`src/rtl/cpu_types_pkg.sv`:
```
// Shared datapath/control types for the 5-stage MIPS core.
// Hazard FSM states, forwarding selects and latch-control bundles.
package cpu_types_pkg;

    typedef logic [4:0] regbits_t;

    typedef enum logic [1:0] {
        RUN    = 2'd0,
        DWAIT  = 2'd1,
        DRAIN  = 2'd2,
        HALTED = 2'd3
    } hazard_state_t;

    typedef enum logic [1:0] {
        FWD_RF  = 2'd0,
        FWD_EX  = 2'd1,
        FWD_MEM = 2'd2
    } fwd_sel_t;

    // Per-cycle latch controls, PC first, flushes last.
    typedef struct packed {
        logic pc_en;
        logic ifid_en;
        logic idex_en;
        logic exmem_en;
        logic memwb_en;
        logic ifid_flush;
        logic idex_flush;
        logic memwb_flush;
    } pipe_ctl_t;

    localparam pipe_ctl_t CTL_NONE   = 8'b00000_000;
    localparam pipe_ctl_t CTL_GO     = 8'b11111_000;
    localparam pipe_ctl_t CTL_FREEZE = 8'b00000_001;
    localparam pipe_ctl_t CTL_HALT   = 8'b01111_110;
    localparam pipe_ctl_t CTL_REDIR  = 8'b11111_110;
    localparam pipe_ctl_t CTL_LDUSE  = 8'b00111_010;
    localparam pipe_ctl_t CTL_IMISS  = 8'b01111_100;
    localparam pipe_ctl_t CTL_DRAIN  = 8'b00001_000;

    // A producer can feed a consumer only if it writes a real register.
    function automatic logic reg_match(
        input logic     we,
        input regbits_t dest,
        input regbits_t src
    );
        return we && (dest != '0) && (dest == src);
    endfunction

endpackage

```
`src/rtl/hazard_controller_if.sv`:
```
// Datapath <-> hazard controller bundle.
// master = datapath side, slave = hazard_controller side.
interface hazard_controller_if;
    import cpu_types_pkg::*;

    logic     ihit;
    logic     dhit;
    logic     mem_req;
    logic     mem_halt;
    regbits_t id_rs;
    regbits_t id_rt;
    regbits_t ex_dest;
    logic     ex_regWrite;
    logic     ex_memRead;
    regbits_t mem_dest;
    logic     mem_regWrite;
    logic     ex_pc_redirect;

    logic     pc_en;
    logic     ifid_en;
    logic     idex_en;
    logic     exmem_en;
    logic     memwb_en;
    logic     ifid_flush;
    logic     idex_flush;
    logic     memwb_flush;
    fwd_sel_t fwd_a_sel;
    fwd_sel_t fwd_b_sel;
    logic     halt_done;
    logic     dwait_err;
    logic [31:0] stall_cycles;
    logic [31:0] flush_events;

    modport master (
        output ihit, dhit, mem_req, mem_halt,
        output id_rs, id_rt, ex_dest, ex_regWrite,
        output ex_memRead, mem_dest, mem_regWrite,
        output ex_pc_redirect,
        input  pc_en, ifid_en, idex_en, exmem_en,
        input  memwb_en, ifid_flush, idex_flush,
        input  memwb_flush, fwd_a_sel, fwd_b_sel,
        input  halt_done, dwait_err,
        input  stall_cycles, flush_events
    );

    modport slave (
        input  ihit, dhit, mem_req, mem_halt,
        input  id_rs, id_rt, ex_dest, ex_regWrite,
        input  ex_memRead, mem_dest, mem_regWrite,
        input  ex_pc_redirect,
        output pc_en, ifid_en, idex_en, exmem_en,
        output memwb_en, ifid_flush, idex_flush,
        output memwb_flush, fwd_a_sel, fwd_b_sel,
        output halt_done, dwait_err,
        output stall_cycles, flush_events
    );

endinterface

```
`src/rtl/hazard_controller_fwd_sel.sv`:
```
// Operand forwarding select for one ID/EX source operand.
// The younger EX result always beats MEM; $0 is never forwarded.
module hazard_fwd_sel
    import cpu_types_pkg::*;
(
    input  regbits_t src_i,
    input  regbits_t ex_dest_i,
    input  logic     ex_we_i,
    input  regbits_t mem_dest_i,
    input  logic     mem_we_i,
    output fwd_sel_t sel_o
);

    // Prioritised match: EX, then MEM, else regfile.
    always_comb begin
        sel_o = FWD_RF;
        if (reg_match(ex_we_i, ex_dest_i, src_i)) begin
            sel_o = FWD_EX;
        end else if (reg_match(mem_we_i, mem_dest_i, src_i)) begin
            sel_o = FWD_MEM;
        end
    end

endmodule

```
`src/rtl/hazard_controller.sv`:
```
// Pipeline sequencing controller: stalls, bubbles, halt drain, forwarding.
// Optional perf counters built when HAZARD_PERF_EN is defined.
module hazard_controller
    import cpu_types_pkg::*;
#(
    parameter int WAIT_W    = 8,
    parameter int DWAIT_MAX = 200
) (
    input  logic                 CLK,
    input  logic                 RST,
    hazard_controller_if.slave   hif
);

    hazard_state_t     state_q, state_d;
    logic [WAIT_W-1:0] wcnt_q, wcnt_d;
    logic              err_q, err_d;
    logic              done_q, done_d;

    pipe_ctl_t rel_ctl;
    pipe_ctl_t ctl;
    logic      dmiss;
    logic      load_use;

    assign dmiss = hif.mem_req && !hif.dhit;

    assign load_use = hif.ex_memRead
                   && (hif.ex_dest != '0)
                   && ((hif.ex_dest == hif.id_rs)
                    || (hif.ex_dest == hif.id_rt));

    // Non-memory rules, shared by RUN and the DWAIT release cycle.
    always_comb begin
        rel_ctl = CTL_GO;
        if (hif.mem_halt) begin
            rel_ctl = CTL_HALT;
        end else if (hif.ex_pc_redirect) begin
            rel_ctl = CTL_REDIR;
        end else if (load_use) begin
            rel_ctl = CTL_LDUSE;
        end else if (!hif.ihit) begin
            rel_ctl = CTL_IMISS;
        end
    end

    // Latch controls by state; everything held low during reset.
    always_comb begin
        ctl = CTL_NONE;
        if (!RST) begin
            unique case (state_q)
                RUN:    ctl = dmiss ? CTL_FREEZE : rel_ctl;
                DWAIT:  ctl = hif.dhit ? rel_ctl : CTL_FREEZE;
                DRAIN:  ctl = CTL_DRAIN;
                HALTED: ctl = CTL_NONE;
                default: ctl = CTL_NONE;
            endcase
        end
    end

    // Next state, wait counter and sticky flags.
    always_comb begin
        state_d = state_q;
        wcnt_d  = wcnt_q;
        err_d   = err_q;
        done_d  = done_q;
        unique case (state_q)
            RUN: begin
                if (dmiss) begin
                    state_d = DWAIT;
                    wcnt_d  = WAIT_W'(1);
                end else if (hif.mem_halt) begin
                    state_d = DRAIN;
                end
            end
            DWAIT: begin
                if (hif.dhit) begin
                    wcnt_d  = '0;
                    state_d = hif.mem_halt ? DRAIN : RUN;
                end else if (wcnt_q != '1) begin
                    wcnt_d = wcnt_q + WAIT_W'(1);
                end
            end
            DRAIN: begin
                state_d = HALTED;
                done_d  = 1'b1;
            end
            HALTED: begin
                state_d = HALTED;
            end
            default: begin
                state_d = RUN;
            end
        endcase
        if (wcnt_d == WAIT_W'(DWAIT_MAX)) begin
            err_d = 1'b1;
        end
    end

    // FSM and status registers.
    always_ff @(posedge CLK or posedge RST) begin
        if (RST) begin
            state_q <= RUN;
            wcnt_q  <= '0;
            err_q   <= 1'b0;
            done_q  <= 1'b0;
        end else begin
            state_q <= state_d;
            wcnt_q  <= wcnt_d;
            err_q   <= err_d;
            done_q  <= done_d;
        end
    end

    assign hif.pc_en       = ctl.pc_en;
    assign hif.ifid_en     = ctl.ifid_en;
    assign hif.idex_en     = ctl.idex_en;
    assign hif.exmem_en    = ctl.exmem_en;
    assign hif.memwb_en    = ctl.memwb_en;
    assign hif.ifid_flush  = ctl.ifid_flush;
    assign hif.idex_flush  = ctl.idex_flush;
    assign hif.memwb_flush = ctl.memwb_flush;
    assign hif.halt_done   = done_q;
    assign hif.dwait_err   = err_q;

    hazard_fwd_sel u_fwd_a (
        .src_i      (hif.id_rs),
        .ex_dest_i  (hif.ex_dest),
        .ex_we_i    (hif.ex_regWrite),
        .mem_dest_i (hif.mem_dest),
        .mem_we_i   (hif.mem_regWrite),
        .sel_o      (hif.fwd_a_sel)
    );

    hazard_fwd_sel u_fwd_b (
        .src_i      (hif.id_rt),
        .ex_dest_i  (hif.ex_dest),
        .ex_we_i    (hif.ex_regWrite),
        .mem_dest_i (hif.mem_dest),
        .mem_we_i   (hif.mem_regWrite),
        .sel_o      (hif.fwd_b_sel)
    );

`ifdef HAZARD_PERF_EN
    logic [31:0] stall_q;
    logic [31:0] flush_q;

    // Wrapping perf counters; halted cycles are not stalls.
    always_ff @(posedge CLK or posedge RST) begin
        if (RST) begin
            stall_q <= '0;
            flush_q <= '0;
        end else begin
            if (!ctl.pc_en && state_q != HALTED) begin
                stall_q <= stall_q + 32'd1;
            end
            if (ctl.ifid_flush || ctl.idex_flush) begin
                flush_q <= flush_q + 32'd1;
            end
        end
    end

    assign hif.stall_cycles = stall_q;
    assign hif.flush_events = flush_q;
`else
    assign hif.stall_cycles = 32'd0;
    assign hif.flush_events = 32'd0;
`endif

endmodule

```
`src/flat_wrapper.sv`:
```
// flat-port wrapper written by rule: the top's interface ports become plain ports
module hazard_controller_flat import cpu_types_pkg::*;
#(
    parameter int WAIT_W    = 8,
    parameter int DWAIT_MAX = 200
)
  (CLK, RST, hif_ihit, hif_dhit, hif_mem_req, hif_mem_halt, hif_id_rs, hif_id_rt, hif_ex_dest, hif_ex_regWrite, hif_ex_memRead, hif_mem_dest, hif_mem_regWrite, hif_ex_pc_redirect, hif_pc_en, hif_ifid_en, hif_idex_en, hif_exmem_en, hif_memwb_en, hif_ifid_flush, hif_idex_flush, hif_memwb_flush, hif_fwd_a_sel, hif_fwd_b_sel, hif_halt_done, hif_dwait_err, hif_stall_cycles, hif_flush_events);
  hazard_controller_if hif_i ();
  input  logic CLK;
  input  logic RST;
  input wire logic [$bits(hif_i.ihit)-1:0] hif_ihit;
  input wire logic [$bits(hif_i.dhit)-1:0] hif_dhit;
  input wire logic [$bits(hif_i.mem_req)-1:0] hif_mem_req;
  input wire logic [$bits(hif_i.mem_halt)-1:0] hif_mem_halt;
  input wire logic [$bits(hif_i.id_rs)-1:0] hif_id_rs;
  input wire logic [$bits(hif_i.id_rt)-1:0] hif_id_rt;
  input wire logic [$bits(hif_i.ex_dest)-1:0] hif_ex_dest;
  input wire logic [$bits(hif_i.ex_regWrite)-1:0] hif_ex_regWrite;
  input wire logic [$bits(hif_i.ex_memRead)-1:0] hif_ex_memRead;
  input wire logic [$bits(hif_i.mem_dest)-1:0] hif_mem_dest;
  input wire logic [$bits(hif_i.mem_regWrite)-1:0] hif_mem_regWrite;
  input wire logic [$bits(hif_i.ex_pc_redirect)-1:0] hif_ex_pc_redirect;
  output wire logic [$bits(hif_i.pc_en)-1:0] hif_pc_en;
  output wire logic [$bits(hif_i.ifid_en)-1:0] hif_ifid_en;
  output wire logic [$bits(hif_i.idex_en)-1:0] hif_idex_en;
  output wire logic [$bits(hif_i.exmem_en)-1:0] hif_exmem_en;
  output wire logic [$bits(hif_i.memwb_en)-1:0] hif_memwb_en;
  output wire logic [$bits(hif_i.ifid_flush)-1:0] hif_ifid_flush;
  output wire logic [$bits(hif_i.idex_flush)-1:0] hif_idex_flush;
  output wire logic [$bits(hif_i.memwb_flush)-1:0] hif_memwb_flush;
  output wire logic [$bits(hif_i.fwd_a_sel)-1:0] hif_fwd_a_sel;
  output wire logic [$bits(hif_i.fwd_b_sel)-1:0] hif_fwd_b_sel;
  output wire logic [$bits(hif_i.halt_done)-1:0] hif_halt_done;
  output wire logic [$bits(hif_i.dwait_err)-1:0] hif_dwait_err;
  output wire logic [$bits(hif_i.stall_cycles)-1:0] hif_stall_cycles;
  output wire logic [$bits(hif_i.flush_events)-1:0] hif_flush_events;
  assign hif_i.ihit = hif_ihit;
  assign hif_i.dhit = hif_dhit;
  assign hif_i.mem_req = hif_mem_req;
  assign hif_i.mem_halt = hif_mem_halt;
  assign hif_i.id_rs = hif_id_rs;
  assign hif_i.id_rt = hif_id_rt;
  assign hif_i.ex_dest = hif_ex_dest;
  assign hif_i.ex_regWrite = hif_ex_regWrite;
  assign hif_i.ex_memRead = hif_ex_memRead;
  assign hif_i.mem_dest = hif_mem_dest;
  assign hif_i.mem_regWrite = hif_mem_regWrite;
  assign hif_i.ex_pc_redirect = hif_ex_pc_redirect;
  assign hif_pc_en = hif_i.pc_en;
  assign hif_ifid_en = hif_i.ifid_en;
  assign hif_idex_en = hif_i.idex_en;
  assign hif_exmem_en = hif_i.exmem_en;
  assign hif_memwb_en = hif_i.memwb_en;
  assign hif_ifid_flush = hif_i.ifid_flush;
  assign hif_idex_flush = hif_i.idex_flush;
  assign hif_memwb_flush = hif_i.memwb_flush;
  assign hif_fwd_a_sel = hif_i.fwd_a_sel;
  assign hif_fwd_b_sel = hif_i.fwd_b_sel;
  assign hif_halt_done = hif_i.halt_done;
  assign hif_dwait_err = hif_i.dwait_err;
  assign hif_stall_cycles = hif_i.stall_cycles;
  assign hif_flush_events = hif_i.flush_events;
  hazard_controller #(.WAIT_W(WAIT_W), .DWAIT_MAX(DWAIT_MAX)) u_core (.CLK(CLK), .RST(RST), .hif(hif_i));
endmodule
```
`config.mk`:
```
export PLATFORM = sky130hd
export DESIGN_NAME = hazard_controller_flat
export DESIGN_NICKNAME = d
export VERILOG_FILES = /design/src/rtl/cpu_types_pkg.sv /design/src/rtl/hazard_controller_if.sv /design/src/rtl/hazard_controller_fwd_sel.sv /design/src/rtl/hazard_controller.sv /design/src/flat_wrapper.sv
export SDC_FILE = /design/constraint.sdc
export NUM_CORES = 1
export LEC_CHECK = 0
export ABC_AREA = 0
export CAP_MARGIN = 20
export CORE_ASPECT_RATIO = 1.5
export CORE_MARGIN = 4
export CORE_UTILIZATION = 53
export CTS_CLUSTER_SIZE = 30
export DETAILED_ROUTE_END_ITERATION = 16
export DONT_BUFFER_PORTS = 1
export MAX_ROUTING_LAYER = met4
export PLACE_DENSITY = 0.74
export SYNTH_ARGS = -nofsm -noshare
export SYNTH_HDL_FRONTEND = slang
export SYNTH_SLANG_ARGS = --single-unit
```
`constraint.sdc`:
```
create_clock -name CLK -period 2.65 [get_ports CLK]
set_input_delay 0.6625 -clock CLK [delete_from_list [all_inputs] [get_ports CLK]]
set_output_delay 0.6625 -clock CLK [all_outputs]
set_load 0.02 [all_outputs]
```
* After elaboration in Yosys (flattened, before gate mapping)
Index checks and enable logic that the tools add are counted.
** Operators by class
- Add/subtract/negate cells :: 1
- Equality and inequality tests :: 11
- Muxes and demuxes :: 21
- Reductions and logical operators :: 16
** Operators by type and width (number)
- 8-bit 2-to-1 mux :: 10
- 8-bit case mux with 4 select lines :: 1
- 5-bit equality test :: 4
- 2-bit 2-to-1 mux :: 8
- 8-bit case mux with 2 select lines :: 1
- 5-bit nonzero test :: 2
- 1-bit logical AND :: 9
- 8-bit by 1-bit adder with 8-bit output, second input constant :: 1
- 8-bit equality test, second input constant :: 1
- 8-bit != test, second input constant :: 1
- 2-bit case mux with 3 select lines :: 1
- 2-bit equality test, second input constant :: 2
- 3-bit by 2-bit != test with 1-bit output, second input constant :: 1
- 2-bit by 1-bit equality test with 1-bit output, second input constant :: 1
- 2-bit logical NOT :: 1
- 2-bit != test, second input constant :: 1
- 2-bit AND reduction :: 1
- 2-bit OR reduction :: 1
- 1-bit logical NOT :: 1
- 1-bit logical OR :: 1
** Storage, ports and cells
- Bits in registers :: 12

* Logic depth before layout (Yosys ltp)
- Depth in word-level cells :: 9
- Mapped depth :: 7

* Cells and area by module
From an unflattened synthesis, not the netlist that was laid out.
** Second synthesis, totals
- Cells, all modules :: 212
- Area total of the unflattened synthesis :: 1740.4 um^2
** By module, submodules not included
- hazard_controller :: instances 1, cells each 172, area each 1437.6 um^2
- hazard_fwd_sel :: instances 2, cells each 20, area each 151.4 um^2

* Least setup slack after synthesis
Ideal clock, no wire load.
- Path kind :: input to output
- From :: input hif_mem_dest[2]
- To :: output hif_fwd_a_sel[1]
- Data arrival time :: 1.951 ns
- Path slack :: 0.036 ns
- Stages :: 4
- Buffers on the path :: 0
- Cell sequence :: or4_1 > o21ai_0 > or4_1 > nor4_1
** On the way
- Longest elaborated chain between the ends :: 5
- Elaborated cells on any way between the ends :: 6
- Those cells by class :: 1 x eq/ne; 2 x mux; 3 x reduce/logical
** RTL lines
- start: declaration :: line flat_wrapper.sv:20 : input wire logic [$bits(hif_i.mem_dest)-1:0] hif_mem_dest;
- 5-bit nonzero test :: line cpu_types_pkg.sv:47 : return we && (dest != '0) && (dest == src);
- 1-bit logical AND :: line cpu_types_pkg.sv:47
- 1-bit logical AND (*) :: line cpu_types_pkg.sv:47
- 2-bit 2-to-1 mux (*) :: line hazard_controller_fwd_sel.sv:19 : end else if (reg_match(mem_we_i, mem_dest_i, src_i)) begin
- 2-bit 2-to-1 mux (*) :: line hazard_controller_fwd_sel.sv:17 : if (reg_match(ex_we_i, ex_dest_i, src_i)) begin
- end: declaration :: line flat_wrapper.sv:31 : output wire logic [$bits(hif_i.fwd_a_sel)-1:0] hif_fwd_a_sel;
Mark *: on every way between the ends. The rest lies on a longest branch, timed or not.

* Worst setup path after layout
- From :: input hif_ex_dest[2]
- To :: output hif_pc_en
** On the way
- Longest elaborated chain between the ends :: 9
- Elaborated cells on any way between the ends :: 13
- Those cells by class :: 2 x eq/ne; 7 x mux; 4 x reduce/logical
** RTL lines
- start: declaration :: line flat_wrapper.sv:17 : input wire logic [$bits(hif_i.ex_dest)-1:0] hif_ex_dest;
- 5-bit equality test (tied with other cells) :: line hazard_controller.sv:28 : && ((hif.ex_dest == hif.id_rs)
- 1-bit logical OR or 1-bit logical AND (tied branches) :: line hazard_controller.sv:29, hazard_controller.sv:27
- 1-bit logical AND (*) :: line hazard_controller.sv:28
- 8-bit 2-to-1 mux (*) :: line hazard_controller.sv:38 : end else if (load_use) begin
- 8-bit 2-to-1 mux (*) :: line hazard_controller.sv:36 : end else if (hif.ex_pc_redirect) begin
- 8-bit 2-to-1 mux (*) :: line hazard_controller.sv:34 : if (hif.mem_halt) begin
- 8-bit 2-to-1 mux (on tied branches) :: line hazard_controller.sv:51, hazard_controller.sv:50
- 8-bit case mux with 4 select lines (*) :: line hazard_controller.sv:49 : unique case (state_q)
- 8-bit 2-to-1 mux (*) :: line hazard_controller.sv:48 : if (!RST) begin
- end: declaration :: line flat_wrapper.sv:23 : output wire logic [$bits(hif_i.pc_en)-1:0] hif_pc_en;
Marks and branches as above.

==> impl_metrics.tcl <==
set metrics [dict create \
    clk_path_buf_depth 2 \
    syn_area_mm2 0.00150 \
    floorplan.core_area_mm2 0.00271 \
    worst_hold_path_type "in -> async" \
    fmaxAchievable_mhz 407 \
    ctsHtreeMaxLevel 1 \
    setup_repair_after_global_routing_missed_its_margin "no" \
    setup_total_negative_slack_ns 0 \
    finish.utilization 0.525 \
    crit_path_end "hif_pc_en" \
    detail_route.wirelength_mm 2.95 \
    synthDistinctLibCells 43 \
    critical_path.reg2reg.startpoint "u_core.wcnt_q[0]$_DFF_PP0_" \
    post_synth_fa_ha_maj_area_fraction 0.00833 \
    detail_route.iter0.violations 17 \
    critPathCaptureType "output pin" \
    die_w_um 51.5 \
    cts_post_setup_buffers_inserted 0 \
    status "finished clean" \
    ys_warn_count 0 \
    placement_rows 23 \
    vias_in_the_first_global_route 1025 \
    cts_resized 0 \
    timing.max_cap.violations 0 \
    synth_seq_area_share 0.200 \
    r2r-end "u_core.hif.dwait_err$_DFFE_PP0N_" \
    route.detailed.vias_per_inst 4.89 \
    clockRootBuffer "clkbuf_8" \
    area.sequential_um2 300 \
    multi_input_comb_area_um2 932 \
    total_leakage_power_nw 0.708 \
    syn_avg_cell_area_um2 8.21 \
    dieArea_mm2 0.00377 \
    worst-path-max-fanout 3 \
    critical_path.startpoint "hif_ex_dest[2]" \
    drcViolationCount 0 \
    worstSetupPathType "in -> out" \
    finalHoldWorstSlack_ns 0.325 \
    yosys.area.top_type "buf_4" \
    min_period_ns 2.46 \
    muxShareOfSynthArea 0 \
    synth.top_cell.area_share 0.325 \
    synthesis.instances 183 \
    crit_path_arrival_time_ns 1.79 \
    nFillCells 273 \
    powerDensity_mw_per_mm2 353 \
    worst_setup_skew_after_layout_ns 0.000999 \
    ys_dominant_reg_cell "dfrtp_1" \
    reg2reg_setup_slack_ns 0.59 \
    globalRouteOverflowTotal 0 \
    place.gp.congestion 0.780 \
    n_antenna_cell 0 \
    grt_pass1_wl_mm 4.11 \
    cts_tree "built" \
    synthTopCellsByArea "buf_4 (32%), dfrtp_1 (20%), xor2_1 (9.3%)" \
    power.ir.vdd_worst_mv 0.159 \
    rr_worst_depth 7 \
    synth.ff_latch_count 12 \
    antenna_violating_nets_post_route 0 \
    clkLatencyLatePin_ns 0.23 \
    num-nets-final 226 \
    post_synthesis_share_of_cell_area_spent_on_xor_and_xnor_gates 0.117 \
    gr-usage-all-layers 0.148 \
    synth_top_family_by_area "buffers and inverters" \
    synth-simple-area-share 0.174 \
    number_of_synthesized_flops_with_an_enable_pin 0 \
    cts_clk_pin_slew_worst_paths_ns 0.05 \
    worst_setup_path_start_kind "input port" \
    num_io_pins 108 \
    slew_violations 0 \
    routed_wirelength_normalized_by_instance_count_um 12.8 \
    number_of_iterations_in_the_first_detailed_routing_pass 4 \
    maximum_number_of_pins_on_one_net_before_global_route_repair 13 \
    hold_violations 0 \
    area_delta_synth_final_pct -5.50 \
    numPortBuffers 0 \
    crit_required_ns 1.99 \
    via_count 1129 \
    min_period_over_period 0.927 \
    initial_antenna_violation_count 0 \
    post_route_cells_drive_above_1_share 0.113 \
    die-height_um 73.2 \
    cts-buffers-inserted 3 \
    async_flop_share 1.00 \
    cts_hold_buffers 0 \
    initial_core_utilization 0.556 \
    synth-compound-area-share 0.162 \
    dp.final_hpwl_mm 2.65 \
    cts.sinks 12 \
    setup_viol_count_final 0 \
]
==> kinds of logic after synthesis <==
logic type / Yosys count
AO/OA/AOI/OAI: 33
XOR/XNOR: 20
adder cells (fa/ha/maj): 1
buffers and inverters: 70
flip-flops: 12
other: 1
AND/OR/NAND/NOR: 46
==> layout make-up <==
| class | instances | area share |
|---|---|---|
| multi-input cells | 164 | 0.656 |
| clock buffers | 4 | 0.0388 |
| well taps | 37 | 0.0326 |
| repair buffers | 9 | 0.0476 |
| inverters | 5 | 0.0132 |
| flip-flops and latches | 12 | 0.211 |
==> sequential cells by signal, summed over array words and instances (netlist names) <==
signal,cells
u_core.state_q,2
u_core.wcnt_q,8
u_core.hif.dwait_err,1
u_core.hif.halt_done,1
==> how the worst min path moves through the flow <==
stage,to,slack [ns],cells past startpoint
5_1_grt,u_core.hif.halt_done$_DFFE_PP0P_,0.36,2
6_report,u_core.hif.halt_done$_DFFE_PP0P_,0.32,2
3_3_place_gp,u_core.hif.halt_done$_DFFE_PP0P_,0.57,2
3_5_place_dp,u_core.hif.halt_done$_DFFE_PP0P_,0.58,2
2_1_floorplan,u_core.wcnt_q[1]$_DFF_PP0_,0.53,1
4_1_cts,u_core.wcnt_q[5]$_DFF_PP0_,0.32,2
==> synthesized netlist by cell type, drive strengths merged (2+ instances only) <==
cell	instances
nand4	2
nand2	12
inv	5
a21o	3
nor2	8
o21ai	4
a31oi	3
nor3	5
buf	65
and4	2
xor2	16
nand2b	3
and3	2
or4	3
xnor2	4
dfrtp	12
a311oi	2
nand3	3
a21oi	11
a41oi	2
nor4	2
==> power breakdown <==
group | total, W | internal (W) | switching [W]
Combinational | 0.000127 | 0.0000232 | 0.000104
Clock | 0.000191 | 0.000131 | 0.0000608
Sequential | 0.000184 | 0.000184 | 0
==> layer usage <==
layer / global-route usage / share of wire
met5: - / 0
met1: 0.128 / 0.30
met2: 0.293 / 0.61
met3: 0.0204 / 0.076
met4: 0.0729 / 0.014
==> stage by stage <==
stage | cells | cell area, um^2 | setup WS (ns) | power [W]
4_1_cts | 231 | 1420 | 0.175 | 0.000506
2_1_floorplan | 246 | 1740 | 0.0364 | 0.000374
3_3_place_gp | 227 | 1370 | 0.194 | 0.000310
6_report | 231 | 1420 | 0.195 | 0.000502
3_5_place_dp | 227 | 1370 | 0.182 | 0.000311
5_1_grt | 231 | 1420 | 0.151 | 0.000524
==> cell usage in the layout, fill, tap and decap left out, drive strengths merged, types with 2 or more instances in the layout <==
cell	count
dfrtp	12
clkbuf	4
a21oi	11
a21o	3
conb	64
o21ai	4
nand4	2
nand3	3
a31oi	3
xor2	16
a311oi	2
a41oi	2
nor3	5
and3	2
and4	2
nand2b	3
or4	3
inv	5
nor2	8
nor4	2
xnor2	4
nand2	12
buf	9
==> critical path, stage by stage <==
cell,delay [ns]
xor2_1,0.14
nor3_1,0.25
nand3_1,0.16
a21o_1,0.22
a21oi_1,0.14
nor3_1,0.06
buf_4,0.16
(Power assumes the default switching activity.)
